==> src/rtl/vga_timing_gen.sv <==
// vga_timing_gen
// Generates VGA-style raster timing from a single clock and a pixel-advance
// strobe. The horizontal and vertical counters move only on clk edges where
// pix_en=1. Every output is registered from the counter values, so outputs
// trail the counters by exactly one clk.
//
// Optional feature: define VGA_FRAME_TICK_EN to add the frame_tick port and
// its logic. In the default build (macro undefined) neither is present.
//
// Ports:
//   clk        in   master clock
//   rst        in   asynchronous reset, active low
//   pix_en     in   pixel-advance strobe; a single-cycle pulse or held high
//   hsync      out  horizontal sync, active low
//   vsync      out  vertical sync, active low
//   video_on   out  high while the current pixel is inside the visible area
//   x          out  current pixel column (valid during blanking too)
//   y          out  current line (valid during blanking too)
//   frame_tick out  one-clk pulse at frame wrap (VGA_FRAME_TICK_EN only)
module vga_timing_gen #(
  parameter int H_VISIBLE = 640,
  parameter int H_FP      = 16,
  parameter int H_SYNC    = 96,
  parameter int H_BP      = 48,
  parameter int V_VISIBLE = 480,
  parameter int V_FP      = 10,
  parameter int V_SYNC    = 2,
  parameter int V_BP      = 33
) (
  input  logic       clk,
  input  logic       rst,
  input  logic       pix_en,
  output logic       hsync,
  output logic       vsync,
  output logic       video_on,
  output logic [9:0] x,
  output logic [9:0] y
`ifdef VGA_FRAME_TICK_EN
  ,
  output logic       frame_tick
`endif
);

  localparam int H_TOTAL = H_VISIBLE + H_FP + H_SYNC + H_BP;
  localparam int V_TOTAL = V_VISIBLE + V_FP + V_SYNC + V_BP;

  // All limits are precomputed as 10-bit values so every compare is 10 bits.
  localparam logic [9:0] H_LAST   = 10'(H_TOTAL - 1);
  localparam logic [9:0] V_LAST   = 10'(V_TOTAL - 1);
  localparam logic [9:0] H_VIS    = 10'(H_VISIBLE);
  localparam logic [9:0] V_VIS    = 10'(V_VISIBLE);
  localparam logic [9:0] HS_START = 10'(H_VISIBLE + H_FP);
  localparam logic [9:0] HS_END   = 10'(H_VISIBLE + H_FP + H_SYNC);
  localparam logic [9:0] VS_START = 10'(V_VISIBLE + V_FP);
  localparam logic [9:0] VS_END   = 10'(V_VISIBLE + V_FP + V_SYNC);

  logic [9:0] hcount;
  logic [9:0] vcount;
  logic       h_last;
  logic       v_last;

  assign h_last = (hcount == H_LAST);
  assign v_last = (vcount == V_LAST);

  // Raster counters. vcount moves only on the strobe that wraps hcount.
  always_ff @(posedge clk or negedge rst) begin
    if (!rst) begin
      hcount <= '0;
      vcount <= '0;
    end else if (pix_en) begin
      if (h_last) begin
        hcount <= '0;
        vcount <= v_last ? '0 : vcount + 10'd1;
      end else begin
        hcount <= hcount + 10'd1;
      end
    end
  end

  // Outputs are decoded from the pre-update counter values and registered
  // on every clk, independent of pix_en, which gives the fixed 1-clk lag.
  always_ff @(posedge clk or negedge rst) begin
    if (!rst) begin
      hsync    <= 1'b1;
      vsync    <= 1'b1;
      video_on <= 1'b0;
      x        <= '0;
      y        <= '0;
    end else begin
      hsync    <= ~((hcount >= HS_START) && (hcount < HS_END));
      vsync    <= ~((vcount >= VS_START) && (vcount < VS_END));
      video_on <= (hcount < H_VIS) && (vcount < V_VIS);
      x        <= hcount;
      y        <= vcount;
    end
  end

`ifdef VGA_FRAME_TICK_EN
  // Asserted together with the last pixel of the frame on x/y, i.e. on the
  // clk following the strobe that wraps both counters.
  always_ff @(posedge clk or negedge rst) begin
    if (!rst) begin
      frame_tick <= 1'b0;
    end else begin
      frame_tick <= pix_en && h_last && v_last;
    end
  end
`endif

endmodule

==> config.mk <==
export PLATFORM = sky130hd
export DESIGN_NAME = vga_timing_gen
export DESIGN_NICKNAME = d
export VERILOG_FILES = /design/src/rtl/vga_timing_gen.sv
export SDC_FILE = /design/constraint.sdc
export NUM_CORES = 1
export LEC_CHECK = 0
export CAP_MARGIN = 25
export CORE_ASPECT_RATIO = 0.7
export CORE_MARGIN = 8
export CORE_UTILIZATION = 45
export CTS_BUF_LIST = sky130_fd_sc_hd__clkbuf_8
export CTS_CLUSTER_SIZE = 28
export DETAILED_ROUTE_END_ITERATION = 8
export HOLD_SLACK_MARGIN = 0.02
export PLACE_DENSITY = 0.69
export RECOVER_POWER = 50
export SYNTH_ARGS = -nofsm -noshare
export SYNTH_HDL_FRONTEND = slang
export SYNTH_SLANG_ARGS = --single-unit
==> constraint.sdc <==
create_clock -name clk -period 4.4 [get_ports clk]
set_input_delay 0.66 -clock clk [delete_from_list [all_inputs] [get_ports clk]]
set_output_delay 0.66 -clock clk [all_outputs]
set_load 0.05 [all_outputs]
# After elaboration in Yosys (flattened, before gate mapping)

Index checks and enable logic that the tools add are counted.

$add $sub $neg: 2
Magnitude comparators: 6
Equality and inequality tests: 2
Mux-type cells: 2
Bitwise operators: 2
Reduce and logical (&&, ||, !) cells: 4

Operator list:

| cell                  | number |
|---|---|
| $add 10x1->10 const B | 2 |
| $eq 10x10->1 const B  | 2 |
| $lt 10x10->1 const B  | 2 |
| $lt 10x9->1 const B   | 2 |
| $mux 10               | 2 |
| $ge 10x10->1 const B  | 1 |
| $ge 10x9->1 const B   | 1 |
| $logic_and 1x1->1     | 3 |
| $not 1->1             | 2 |
| $reduce_and 2->1      | 1 |

Bits in registers: 43
Input bits: 3
Output and inout bits: 23
Logic and storage cells: 25

# Logic depth before layout (Yosys ltp)

Word-level depth: 3
Mapped depth: 6
Gate-level depth less buffers: 6

# Least setup slack after synthesis

OpenSTA, ideal clock, no wires.

Kind: reg2reg
Start: register hcount[6]
End: register vcount[9]
Setup time: 0.087 ns
Arrival time: 2.060 ns
Data required time: 4.313 ns
Slack: 2.253 ns
Stages on the path, launching flop included: 6
Period minus slack after synthesis: 2.147 ns
Path through: dfrtp_1 -> or4b_4 -> or3_1 -> buf_2 -> or4_1 -> a22oi_1

Cells in the longest elaborated chain, start to end: 2

RTL lines:

| what                              | line | source |
|---|---|---|
| from (decl)                       | 57   | `logic [9:0] hcount;` |
| from (signal assigned)            | 75   | `hcount <= hcount + 10'd1;` |
| $eq 10x10->1                      | 62   | `assign h_last = (hcount == H_LAST);` |
| $reduce_and 2->1 (no source line) | n/a  |  |
| to (signal assigned)              | 73   | `vcount <= v_last ? '0 : vcount + 10'd1;` |
| to (decl)                         | 58   | `logic [9:0] vcount;` |

Every way passes these cells.
A chain may end at the register's enable or synchronous reset.

# Worst setup path in the final report

Start: input port pix_en
End: register vcount[9]

Cells in the longest elaborated chain, start to end: 1

RTL lines:

| what                              | line | source |
|---|---|---|
| from (decl)                       | 32   | `input logic pix_en,` |
| $reduce_and 2->1 (no source line) | n/a  |  |

Every way passes these cells.

==> flow_summary.ini <==
[critical_path]
cp.required_ps = 4610
cpPeakStageDelay_ps = 570
cp_max_fo = 7
cp.arrival_ps = 2600
end_kind = register
cp_slowest_cell = clkdlybuf4s50_1
start_kind = input port
path_cells = clkdlybuf4s50_1 -> nand4_1 -> or3_1 -> or4_1 -> a22oi_1
crit_type = in -> reg

[floorplan]
start_util = 0.4724
core-area_sq_mm = 0.003536
die_w_um = 88.82
pin_count = 26
rows = 18
die-area_sq_mm = 0.005949
die_h_um = 66.98

[sta]
worst_pin_slew_ps = 2140
fin_crit_ps = 2393
skew_ps = 5.213
grt_setup_unrepaired = false
tns_ps = 0
max_slew_margin = -0.4268
max_freq_mhz = 417.9
hold_viol_final = 0
final_max_slew_viol_count = 43
setup_viol = 0
post-route-period-util = 0.5438

[logic_synthesis]
ys_seq_area_frac = 0.6457
syn_inst = 136
synth.distinct_cells = 33
ys_ff_latch = 43
yosys.area_share.adder = 0.03745
synth-xor-area-share = 0.05243
yosys.area_share.simple = 0.1813
synth_top_family_by_area = simple AND/OR/NAND/NOR gates
yosysWarnings = 0
synth.avg_cell_area_sq_um = 12.28
synth_mux_area_frac = 0.01199
synth_nets = 144
synth_compound_area_frac = 0.05243
synthesis.area_sq_mm = 0.001670

[global_route]
met1_usage = 0.1568
grt_overflow_total = 0
top_usage_layer = met2
grt_usage = 0.1146
use_met3 = 0.03931
grtUsageMet2 = 0.1576
grt_max_degree = 44
grt_pass1_vias = 1080
antenna_found_initial = 0
grt_pass1_wl_um = 5216

[place]
hpwl_um = 2199
gp_congestion = 0.8484
io_buffers = 25

[detailed_routing]
routedWlPerCell_um = 14.01
first_iter_violations = 54
via_per_inst = 5.151
vias = 1128
final_antenna_net_count = 0
drt-total-wl_um = 3069
drc = 0
dr.pass1.iters = 4

[clock_network]
cts.sinks = 43
cts_hold_buf = 0
post_cts.repair.setup_buffers = 0
root_buffer = clkbuf_8
cts_buffer_depth = 2
clk_pin_slew_ps = 80
cts_tree = built
numCtsBuffers = 5
cts-resized-gates = 0
clk_latency_ps = 290
htree_levels = 2

[job]
cap_viol_max_count = 1

[cells_and_area]
area_growth_syn_to_layout_pct = 23.60
nets = 176
diodes = 0
nFillCells = 304
final_common_cell = dfrtp_1
drive_above_1_share = 0.07692
final_cell_mix = 41 x dfrtp_1, 24 x clkdlybuf4s50_1, 12 x nand2_1
finish.utilization = 0.5839

[pwr]
leakagePower_nw = 0.9143
ir_drop_v = 0.0003060
pwr_density_cell_mw_per_mm2 = 444.9

[status]
status = finished, violations left
violations = max-capacitance violations, max-slew violations

[worst_hold_path]
hp-class = in -> async
area by class of cell:
class                      count  area, sq um  area share
sequential                    43         1079      0.5224
multi-input combinational     85        560.5      0.2715
timing repair buffer          27        255.2      0.1236
clock buffer                   5        68.82     0.03333
tap                           50        62.56     0.03030
inverter                       6        22.52     0.01091
clock inverter                 3        16.27    0.007879
critical path, delay by kind of cell:
kind	cells	cell delay, ps
buffers and inverters	1	570
and+or+nand+nor	3	1200
AOI/OAI and AO/OA	1	170
kinds of logic after synthesis:
family / Yosys count
buffers and inverters: 8
DFF: 43
AOI/OAI and AO/OA: 14
adders and majority gates: 5
muxes: 2
and+or+nand+nor: 54
xor gates and xnor gates: 10
per-layer routing:
| layer | wire, um | share of wire | vias to the layer above |
|---|---|---|---|
| li1 | - | - | 548 |
| met2 | 1326 | 0.43 | 27 |
| met3 | 240 | 0.078 | 2 |
| met5 | 0 | 0 | - |
| met1 | 1482 | 0.48 | 551 |
| met4 | 19 | 0.0062 | 0 |
synthesized netlist by cell type:
library cell	number	area, sq um
nand3_1	9	45.04
o2111ai_1	1	8.760
mux2i_1	2	20.02
nor4b_1	1	8.760
nor4_1	1	6.260
ha_1	5	62.56
and4_1	2	17.52
buf_2	1	5.000
nor4bb_1	1	10.01
or4_1	1	7.510
nor2b_1	1	6.260
o21ai_0	7	35.03
and3b_1	1	8.760
a22oi_1	2	15.01
o22ai_1	1	6.260
xnor2_1	6	52.55
o31ai_1	1	7.510
or3_1	1	6.260
nor3_1	5	25.02
nand2_1	12	45.04
nor2_1	6	22.52
nand2b_1	1	6.260
or4b_4	1	13.76
and3_1	3	18.77
and4_2	1	10.01
xor2_1	4	35.03
dfrtp_1	41	1026
clkbuf_1	1	3.750
dfstp_2	2	52.55
o21a_1	2	15.01
inv_1	6	22.52
and3_2	1	7.510
nand4_1	6	37.54
sequential cells by signal, indices dropped and copies added, names as in the netlist:
signal,cells
vcount,10
hcount,10
x,10
hsync,1
vsync,1
y,10
video_on,1
power by group:
part | switching (W) | internal (W) | leakage, nW | total [W]
registers | 0.0000456 | 0.000440 | 0.527 | 0.000485
logic | 0.000129 | 0.0000668 | 0.342 | 0.000195
clock network | 0.000130 | 0.000109 | 0.0453 | 0.000238
worst paths after layout:
check | startpoint | end | slack (ps) | cells after the start
setup / recovery | pix_en | vcount[9] | 2010 | 5
hold / removal | rst | x[2] | 120 | 1
setup reg to reg | hcount[6] | vcount[9] | 2130 | 4
hold reg to reg | hcount[1] | x[1] | 440 | 0
max in group asynchronous | rst | y[8] | 2060 | 2
min in group clk | hcount[1] | x[1] | 440 | 0
through the flow:
step	instances	cell area, sq um	hold slack (ps)	worst slack, ps	power [W]
global route	219	2064	121.3	1532	0.0009656
CTS	217	2054	443.5	1832	0.0009271
floorplan	136	1670	364.4	2253	0.0006102
finish	219	2064	123.8	2007	0.0009185
detailed placement	209	1969	425.7	1531	0.0006880
global placement	209	1969	400.6	1630	0.0006814
No activity file was read; power rests on OpenSTA's default activity.
